### src/rtl/regfile_wb_arbiter_pkg.sv
// Shared constants, payload types and helpers for the regfile writeback arbiter.
//   DATA_W / ADDR_W : write data and register address widths
//   ZERO_REG        : hardwired-zero register (XZR); writes to it are discarded
//   wb_req_t        : {addr, data} request payload
//   wb_buf_t        : {full, addr, data} holding-buffer contents
package regfile_pkg;

  localparam int unsigned DATA_W = 64;
  localparam int unsigned ADDR_W = 5;
  localparam logic [ADDR_W-1:0] ZERO_REG = ADDR_W'(31);

  typedef struct packed {
    logic [ADDR_W-1:0] addr;
    logic [DATA_W-1:0] data;
  } wb_req_t;

  typedef struct packed {
    logic              full;
    logic [ADDR_W-1:0] addr;
    logic [DATA_W-1:0] data;
  } wb_buf_t;

  function automatic logic is_zero_reg(input logic [ADDR_W-1:0] addr);
    return addr == ZERO_REG;
  endfunction

  // A read of XZR never needs to wait on anything.
  function automatic logic pending_write(input wb_buf_t b0, input wb_buf_t b1,
                                         input logic [ADDR_W-1:0] ra);
    if (is_zero_reg(ra)) return 1'b0;
    return (b0.full && (b0.addr == ra)) || (b1.full && (b1.addr == ra));
  endfunction

endpackage

### src/rtl/regfile_wb_arbiter_if.sv
// Writeback bus between the two requesters, decode read-hazard query and the
// regfile write port.
//   req0_* : execute result handshake (valid/ready/addr/data)
//   req1_* : load result handshake (valid/ready/addr/data)
//   we3/wa3/wd3 : regfile write port
//   ra1/ra2 -> hz1/hz2 : decode hazard query
//   idle : both holding buffers empty
// slave = arbiter side, master = requesters/decode/regfile side.
interface regfile_wb_arbiter_if;
  import regfile_pkg::*;

  logic              req0_valid;
  logic              req0_ready;
  logic [ADDR_W-1:0] req0_addr;
  logic [DATA_W-1:0] req0_data;
  logic              req1_valid;
  logic              req1_ready;
  logic [ADDR_W-1:0] req1_addr;
  logic [DATA_W-1:0] req1_data;
  logic              we3;
  logic [ADDR_W-1:0] wa3;
  logic [DATA_W-1:0] wd3;
  logic [ADDR_W-1:0] ra1;
  logic [ADDR_W-1:0] ra2;
  logic              hz1;
  logic              hz2;
  logic              idle;

  modport slave (
    input  req0_valid, req0_addr, req0_data,
    input  req1_valid, req1_addr, req1_data,
    input  ra1, ra2,
    output req0_ready, req1_ready,
    output we3, wa3, wd3,
    output hz1, hz2, idle
  );

  modport master (
    output req0_valid, req0_addr, req0_data,
    output req1_valid, req1_addr, req1_data,
    output ra1, ra2,
    input  req0_ready, req1_ready,
    input  we3, wa3, wd3,
    input  hz1, hz2, idle
  );

endinterface

### src/rtl/regfile_wb_arbiter_wb_slot.sv
// One-entry writeback holding buffer.
//   clk, reset_n : clock, async active-low reset (empties the buffer)
//   load         : request accepted this cycle (valid && ready)
//   clear        : buffer is being committed this cycle
//   req          : incoming {addr, data}
//   slot         : registered {full, addr, data}
// A load wins over a clear (pass-through refill). A load to XZR is accepted
// but leaves the buffer empty.
module wb_slot
  import regfile_pkg::*;
(
  input  logic    clk,
  input  logic    reset_n,
  input  logic    load,
  input  logic    clear,
  input  wb_req_t req,
  output wb_buf_t slot
);

  always_ff @(posedge clk or negedge reset_n) begin
    if (!reset_n) begin
      slot <= '0;
    end else if (load) begin
      slot.full <= !is_zero_reg(req.addr);
      slot.addr <= req.addr;
      slot.data <= req.data;
    end else if (clear) begin
      slot.full <= 1'b0;
    end
  end

endmodule

### src/rtl/regfile_wb_arbiter.sv
// Shares the regfile write port between execute (req0) and load (req1)
// writebacks. Each requester owns a one-entry buffer; buffers are granted
// round-robin, except that two buffered writes to the same register commit
// in acceptance order.
//   clk, reset_n : clock, async active-low reset
//   bus (slave)  : request handshakes, regfile write port, hazard query, idle
// Write-port and hazard outputs depend only on buffer registers and ra1/ra2,
// never on reqN_valid.
module regfile_wb_arbiter
  import regfile_pkg::*;
(
  input  logic                 clk,
  input  logic                 reset_n,
  regfile_wb_arbiter_if.slave  bus
);

  wb_req_t req0, req1;
  wb_buf_t buf0, buf1;
  logic    grant0, grant1;
  logic    ready0, ready1;
  logic    load0, load1;
  logic    load0_eff, load1_eff;
  logic    keep0, keep1;
  logic    last_grant;   // 1: buf1 won the most recent grant
  logic    older;        // 1: buf1 holds the older entry (valid when both full)

  assign req0 = {bus.req0_addr, bus.req0_data};
  assign req1 = {bus.req1_addr, bus.req1_data};

  // Grant selection from buffer state only.
  always_comb begin
    grant0 = 1'b0;
    grant1 = 1'b0;
    if (buf0.full && buf1.full) begin
      if (buf0.addr == buf1.addr) begin
        grant1 = older;
        grant0 = !older;
      end else begin
        grant0 = last_grant;
        grant1 = !last_grant;
      end
    end else begin
      grant0 = buf0.full;
      grant1 = buf1.full;
    end
  end

  // A buffer being committed can take a new request in the same cycle.
  assign ready0 = !buf0.full || grant0;
  assign ready1 = !buf1.full || grant1;
  assign load0  = bus.req0_valid && ready0;
  assign load1  = bus.req1_valid && ready1;

  assign load0_eff = load0 && !is_zero_reg(bus.req0_addr);
  assign load1_eff = load1 && !is_zero_reg(bus.req1_addr);
  assign keep0     = buf0.full && !grant0;
  assign keep1     = buf1.full && !grant1;

  wb_slot u_slot0 (
    .clk     (clk),
    .reset_n (reset_n),
    .load    (load0),
    .clear   (grant0),
    .req     (req0),
    .slot    (buf0)
  );

  wb_slot u_slot1 (
    .clk     (clk),
    .reset_n (reset_n),
    .load    (load1),
    .clear   (grant1),
    .req     (req1),
    .slot    (buf1)
  );

  // Round-robin pointer and relative age of the two buffered entries.
  always_ff @(posedge clk or negedge reset_n) begin
    if (!reset_n) begin
      last_grant <= 1'b1;
      older      <= 1'b0;
    end else begin
      if (grant0 || grant1) last_grant <= grant1;
      if (load0_eff && load1_eff)  older <= 1'b1;
      else if (load0_eff && keep1) older <= 1'b1;
      else if (load1_eff && keep0) older <= 1'b0;
    end
  end

  // Regfile write port; address and data are zero when nothing commits.
  always_comb begin
    bus.we3 = 1'b0;
    bus.wa3 = '0;
    bus.wd3 = '0;
    if (grant0) begin
      bus.we3 = 1'b1;
      bus.wa3 = buf0.addr;
      bus.wd3 = buf0.data;
    end else if (grant1) begin
      bus.we3 = 1'b1;
      bus.wa3 = buf1.addr;
      bus.wd3 = buf1.data;
    end
  end

  assign bus.req0_ready = ready0;
  assign bus.req1_ready = ready1;
  assign bus.hz1        = pending_write(buf0, buf1, bus.ra1);
  assign bus.hz2        = pending_write(buf0, buf1, bus.ra2);
  assign bus.idle       = !buf0.full && !buf1.full;

endmodule

### src/flat_wrapper.sv
// flat-port wrapper written by rule: the top's interface ports become plain ports
module regfile_wb_arbiter_flat import regfile_pkg::*;
  (clk, reset_n, bus_req0_valid, bus_req0_addr, bus_req0_data, bus_req1_valid, bus_req1_addr, bus_req1_data, bus_ra1, bus_ra2, bus_req0_ready, bus_req1_ready, bus_we3, bus_wa3, bus_wd3, bus_hz1, bus_hz2, bus_idle);
  regfile_wb_arbiter_if bus_i ();
  input  logic clk;
  input  logic reset_n;
  input wire logic [$bits(bus_i.req0_valid)-1:0] bus_req0_valid;
  input wire logic [$bits(bus_i.req0_addr)-1:0] bus_req0_addr;
  input wire logic [$bits(bus_i.req0_data)-1:0] bus_req0_data;
  input wire logic [$bits(bus_i.req1_valid)-1:0] bus_req1_valid;
  input wire logic [$bits(bus_i.req1_addr)-1:0] bus_req1_addr;
  input wire logic [$bits(bus_i.req1_data)-1:0] bus_req1_data;
  input wire logic [$bits(bus_i.ra1)-1:0] bus_ra1;
  input wire logic [$bits(bus_i.ra2)-1:0] bus_ra2;
  output wire logic [$bits(bus_i.req0_ready)-1:0] bus_req0_ready;
  output wire logic [$bits(bus_i.req1_ready)-1:0] bus_req1_ready;
  output wire logic [$bits(bus_i.we3)-1:0] bus_we3;
  output wire logic [$bits(bus_i.wa3)-1:0] bus_wa3;
  output wire logic [$bits(bus_i.wd3)-1:0] bus_wd3;
  output wire logic [$bits(bus_i.hz1)-1:0] bus_hz1;
  output wire logic [$bits(bus_i.hz2)-1:0] bus_hz2;
  output wire logic [$bits(bus_i.idle)-1:0] bus_idle;
  assign bus_i.req0_valid = bus_req0_valid;
  assign bus_i.req0_addr = bus_req0_addr;
  assign bus_i.req0_data = bus_req0_data;
  assign bus_i.req1_valid = bus_req1_valid;
  assign bus_i.req1_addr = bus_req1_addr;
  assign bus_i.req1_data = bus_req1_data;
  assign bus_i.ra1 = bus_ra1;
  assign bus_i.ra2 = bus_ra2;
  assign bus_req0_ready = bus_i.req0_ready;
  assign bus_req1_ready = bus_i.req1_ready;
  assign bus_we3 = bus_i.we3;
  assign bus_wa3 = bus_i.wa3;
  assign bus_wd3 = bus_i.wd3;
  assign bus_hz1 = bus_i.hz1;
  assign bus_hz2 = bus_i.hz2;
  assign bus_idle = bus_i.idle;
  regfile_wb_arbiter u_core (.clk(clk), .reset_n(reset_n), .bus(bus_i));
endmodule
### config.mk
export PLATFORM = sky130hd
export DESIGN_NAME = regfile_wb_arbiter_flat
export DESIGN_NICKNAME = d
export VERILOG_FILES = /design/src/rtl/regfile_wb_arbiter_pkg.sv /design/src/rtl/regfile_wb_arbiter_if.sv /design/src/rtl/regfile_wb_arbiter_wb_slot.sv /design/src/rtl/regfile_wb_arbiter.sv /design/src/flat_wrapper.sv
export SDC_FILE = /design/constraint.sdc
export NUM_CORES = 1
export LEC_CHECK = 0
export ABC_AREA = 1
export BUFFER_PORTS_ARGS = -buffer_cell sky130_fd_sc_hd__buf_4
export CORE_UTILIZATION = 48
export CTS_BUF_LIST = sky130_fd_sc_hd__clkbuf_8
export CTS_CLUSTER_SIZE = 28
export DETAILED_ROUTE_END_ITERATION = 10
export PLACE_DENSITY = 0.89
export SETUP_SLACK_MARGIN = 0.5
export SYNTH_ARGS = -nofsm -noshare
export SYNTH_HDL_FRONTEND = slang
export SYNTH_SLANG_ARGS = --single-unit
### constraint.sdc
create_clock -name clk -period 1.8 [get_ports clk]
set_input_delay 0.45 -clock clk [delete_from_list [all_inputs] [get_ports clk]]
set_output_delay 0.45 -clock clk [all_outputs]
set_load 0.05 [all_outputs]
==> impl_metrics.xml <==
<?xml version="1.0" encoding="UTF-8"?>
<metrics>
  <group name="layout">
    <metric name="fin_area" unit="um2">11600</metric>
    <metric name="n_antenna_cell" unit="">0</metric>
    <metric name="post_layout_nonfiller_instances" unit="">1393</metric>
    <metric name="layout-drive-gt1-share" unit="">0.442</metric>
    <metric name="net_count_reported_at_finish" unit="">1353</metric>
    <metric name="final_common_cell" unit="">sky130_fd_sc_hd__nand2_1</metric>
    <metric name="area_growth" unit="%">66.6</metric>
    <metric name="mostFrequentLayoutCells" unit="">313 x sky130_fd_sc_hd__nand2_1, 195 x sky130_fd_sc_hd__buf_4, 168 x sky130_fd_sc_hd__nand3_1</metric>
  </group>
  <group name="timing">
    <metric name="rsz0062_at_grt" unit="">yes</metric>
    <metric name="worst_clk_skew" unit="ns">0.0118</metric>
    <metric name="slew-limit-headroom" unit="">0.619</metric>
    <metric name="report.final.setup_viol" unit="">216</metric>
    <metric name="finalWorstSetupSlack" unit="ns">-1.02</metric>
    <metric name="whs" unit="ns">0.223</metric>
    <metric name="report.final.slew_viol_count" unit="">0</metric>
    <metric name="tns" unit="ns">-120.43</metric>
    <metric name="final_min_period_over_clock_period" unit="">1.57</metric>
    <metric name="period_minus_slack" unit="ns">2.82</metric>
    <metric name="worst-slew-pin-transition" unit="ns">0.571</metric>
    <metric name="timing.final.hold_violations" unit="">0</metric>
    <metric name="fmax" unit="MHz">355</metric>
  </group>
  <group name="synth">
    <metric name="netlist_instances" unit="">930</metric>
    <metric name="post_synth_instance_area" unit="um2">6990</metric>
    <metric name="synth.top_cell.area_share" unit="">0.505</metric>
    <metric name="synth_area_per_cell" unit="um2">7.52</metric>
    <metric name="unique_cell_type_count_in_the_yosys_netlist" unit="">26</metric>
    <metric name="ys_ff_latch" unit="">142</metric>
    <metric name="yosysTopAreaCell" unit="">sky130_fd_sc_hd__dfrtp_1</metric>
    <metric name="synth.top_cells.by_area" unit="">sky130_fd_sc_hd__dfrtp_1 50%, sky130_fd_sc_hd__nand2_1 23%, sky130_fd_sc_hd__nand3_1 15%</metric>
    <metric name="synthesis_warnings" unit="">0</metric>
    <metric name="synth_sequential_area_ratio" unit="">0.509</metric>
    <metric name="mappedNetlistNets" unit="">1082</metric>
  </group>
  <group name="routing">
    <metric name="ant_nets" unit="">0</metric>
    <metric name="drt-pass1-iter-count" unit="">5</metric>
    <metric name="routed-via-count" unit="">8311</metric>
    <metric name="drt_iter0_markers" unit="">879</metric>
    <metric name="route.final.wire_length" unit="um">28800</metric>
    <metric name="route.detailed.wl_per_inst" unit="um">20.7</metric>
    <metric name="route.detailed.vias_per_inst" unit="">5.97</metric>
    <metric name="post-route-drc-count" unit="">0</metric>
  </group>
  <group name="setup_path">
    <metric name="timing_worst_setup_path_type" unit="">flop to output pin</metric>
    <metric name="timing.rr.end" unit="">u_core.u_slot1.slot[68]$_DFFE_PN0P_</metric>
    <metric name="worst_ep_arrival_time" unit="ns">2.37</metric>
    <metric name="r2r_cells" unit="">16</metric>
    <metric name="startpoint_type_of_the_worst_setup_path" unit="">flop</metric>
    <metric name="cp_max_fo" unit="">9</metric>
    <metric name="regToRegSetupSlack" unit="ns">-0.55</metric>
    <metric name="crit_path_end_kind" unit="">output pin</metric>
    <metric name="worst_ep_required_time" unit="ns">1.35</metric>
    <metric name="critical_path.reg2reg.startpoint" unit="">u_core.u_slot1.slot[66]$_DFFE_PN0P_</metric>
  </group>
  <group name="die">
    <metric name="die_h" unit="um">123</metric>
    <metric name="die_x" unit="um">123</metric>
    <metric name="pin_count" unit="">227</metric>
    <metric name="core-area" unit="um2">14000</metric>
    <metric name="total_die_area" unit="um2">15000</metric>
    <metric name="initial_utilization" unit="">0.498</metric>
    <metric name="num_rows" unit="">43</metric>
  </group>
  <group name="power_and_ir_drop">
    <metric name="internal-power" unit="mW">10.7</metric>
    <metric name="pwr-share-clk" unit="">0.124</metric>
    <metric name="p_comb_frac" unit="">0.639</metric>
    <metric name="total_leakage_power" unit="nW">6.00</metric>
    <metric name="power-per-cell-area" unit="nW/um2">1800</metric>
    <metric name="net_switching_power_figure" unit="mW">10.2</metric>
    <metric name="power_switching_share" unit="">0.488</metric>
    <metric name="ir_worst_vdd" unit="mV">1.42</metric>
    <metric name="share_seq_of_total_power" unit="">0.237</metric>
  </group>
  <group name="clock_tree">
    <metric name="cts-buffers-inserted" unit="">17</metric>
    <metric name="cts-root-buf" unit="">sky130_fd_sc_hd__clkbuf_8</metric>
    <metric name="clock_latency" unit="ns">0.46</metric>
    <metric name="cts_buffer_depth" unit="">2</metric>
    <metric name="clkSinkCount" unit="">142</metric>
    <metric name="path_clk_slew" unit="ns">0.08</metric>
    <metric name="cts_tree" unit="">built</metric>
    <metric name="ctsHtreeMaxLevel" unit="">4</metric>
  </group>
  <group name="hold_path">
    <metric name="timing.hold.worst_endpoint" unit="">u_core.u_slot1.slot[30]$_DFFE_PN0P_</metric>
    <metric name="min-delay-start" unit="">bus_req1_data[30]</metric>
    <metric name="hold_class" unit="">input port to flop</metric>
    <metric name="min_path_cells" unit="">3</metric>
  </group>
  <group name="place">
    <metric name="place_area" unit="um2">9700</metric>
    <metric name="hpwl" unit="um">15000</metric>
    <metric name="numPortBuffers" unit="">226</metric>
    <metric name="numPlacedInstances" unit="">1318</metric>
    <metric name="gpl.final_weighted_congestion" unit="">0.892</metric>
  </group>
  <group name="global_routing">
    <metric name="grt_antenna_before_repair" unit="">0</metric>
    <metric name="grt_util_all_layers" unit="">0.329</metric>
    <metric name="vias_in_the_first_global_route" unit="">7858</metric>
    <metric name="maximum_number_of_pins_on_one_net_before_global_route_repair" unit="">60</metric>
    <metric name="first_pass_grt_wire_length" unit="um">37700</metric>
    <metric name="grt-ovfl-total" unit="">0</metric>
  </group>
  <group name="run">
    <metric name="maxCapViolations" unit="">0</metric>
  </group>
  <group name="outcome">
    <metric name="failing_checks" unit="">negative setup slack</metric>
    <metric name="outcome" unit="">finished, violations left</metric>
  </group>
</metrics>
power by group through the flow:
stage	logic [mW]	clock network (mW)	registers (mW)
3_5_place_dp	10.2	0	4.77
5_1_grt	13.9	2.74	5.02
4_1_cts	11.6	2.57	4.75
2_1_floorplan	7.33	0	4.62
6_report	13.4	2.60	4.95
3_3_place_gp	10.0	0	4.74
cell type report:
class	instances	area [um2]
Tap cell	180	225
Clock inverter	14	153
Fill cell	726	2400
Timing Repair Buffer	321	3320
Multi-Input combinational cell	694	4050
Inverter	25	100
Clock buffer	17	234
Sequential cell	142	3560
per-stage QoR:
| step | utilization | total power, mW | setup slack [ns] |
|---|---|---|---|
| after floorplan | - | 11.9 | -0.297 |
| after global placement | 0.691 | 14.8 | -0.444 |
| after detailed placement | 0.691 | 15.0 | -0.529 |
| after CTS | 0.765 | 18.9 | -0.905 |
| after global routing | 0.829 | 21.7 | -1.10 |
| final | 0.829 | 20.9 | -1.02 |
metal layers:
metal,share of wire,track usage,vias up
li1,-,-,3542
met1,0.35,0.389,3936
met2,0.50,0.556,644
met4,0.067,0.207,0
met5,0,0,-
met3,0.092,0.0534,189
Yosys cell counts:
library cell / count
sky130_fd_sc_hd__xnor2_1: 5
sky130_fd_sc_hd__buf_4: 15
sky130_fd_sc_hd__nand3_1: 204
sky130_fd_sc_hd__nor3_1: 3
sky130_fd_sc_hd__clkbuf_2: 1
sky130_fd_sc_hd__dfstp_2: 1
sky130_fd_sc_hd__buf_1: 14
sky130_fd_sc_hd__xor2_1: 3
sky130_fd_sc_hd__dfrtp_1: 141
sky130_fd_sc_hd__nand4_1: 7
sky130_fd_sc_hd__o22ai_1: 6
sky130_fd_sc_hd__inv_1: 23
sky130_fd_sc_hd__nand3_2: 2
sky130_fd_sc_hd__buf_2: 17
sky130_fd_sc_hd__clkbuf_1: 22
sky130_fd_sc_hd__o21ai_2: 1
sky130_fd_sc_hd__o21ai_0: 7
sky130_fd_sc_hd__nand2_1: 429
sky130_fd_sc_hd__o21ai_1: 5
sky130_fd_sc_hd__nor2_1: 9
sky130_fd_sc_hd__inv_2: 2
sky130_fd_sc_hd__a211oi_1: 1
sky130_fd_sc_hd__nand2_2: 3
sky130_fd_sc_hd__o2111ai_1: 1
sky130_fd_sc_hd__a221oi_1: 2
sky130_fd_sc_hd__a21oi_1: 6
kinds of logic after synthesis:
logic type | Yosys count | share of synthesized area
AOI/OAI and AO/OA | 29 | 0.0243
xor gates and xnor gates | 8 | 0.0100
buffers and inverters | 94 | 0.0618
DFF | 142 | 0.509
and+or+nand+nor | 657 | 0.395
state kept, by name (all words and copies together), names as in the netlist:
signal,cells
u_core.u_slot0.slot,70
u_core.u_slot1.slot,70
u_core.last_grant,1
u_core.older,1
what timing repair did:
item | CTS | global route
pin swaps | 6 | 16
endpoints found under the setup margin | 217 | 217
hold buffers | 1 | 0
setup buffers | 19 | 9
hold endpoints to repair | 5 | 0
gates cloned | 2 | 13
gates resized for setup | 115 | 146
worst max-delay path by stage:
stage	slack, ns	from	cells past startpoint	to
finish	-1.02	u_core.u_slot1.slot[66]$_DFFE_PN0P_	13	bus_wd3[20]
global route	-1.10	u_core.u_slot1.slot[66]$_DFFE_PN0P_	13	bus_wd3[20]
CTS	-0.91	u_core.u_slot0.slot[68]$_DFFE_PN0P_	12	bus_wd3[33]
detailed placement	-0.53	u_core.u_slot1.slot[67]$_DFFE_PN0P_	12	bus_wd3[22]
global placement	-0.44	u_core.u_slot1.slot[65]$_DFFE_PN0P_	9	bus_wa3[2]
floorplan	-0.30	u_core.u_slot0.slot[64]$_DFFE_PN0P_	12	bus_wd3[34]
worst max-delay path, cell delays in order, from the launching register on:
cell and delay, ns:
sky130_fd_sc_hd__dfrtp_1 0.45, sky130_fd_sc_hd__inv_2 0.05, sky130_fd_sc_hd__nand2_2 0.06, sky130_fd_sc_hd__nand2_2 0.07
sky130_fd_sc_hd__nor2_4 0.14, sky130_fd_sc_hd__buf_6 0.11, sky130_fd_sc_hd__nand4_1 0.15, sky130_fd_sc_hd__nand2_2 0.14
sky130_fd_sc_hd__nand2_4 0.11, sky130_fd_sc_hd__buf_6 0.16, sky130_fd_sc_hd__buf_16 0.15, sky130_fd_sc_hd__nand3_2 0.10
sky130_fd_sc_hd__nand2_4 0.07, sky130_fd_sc_hd__buf_8 0.15
No activity file was read; power rests on OpenSTA's default activity.
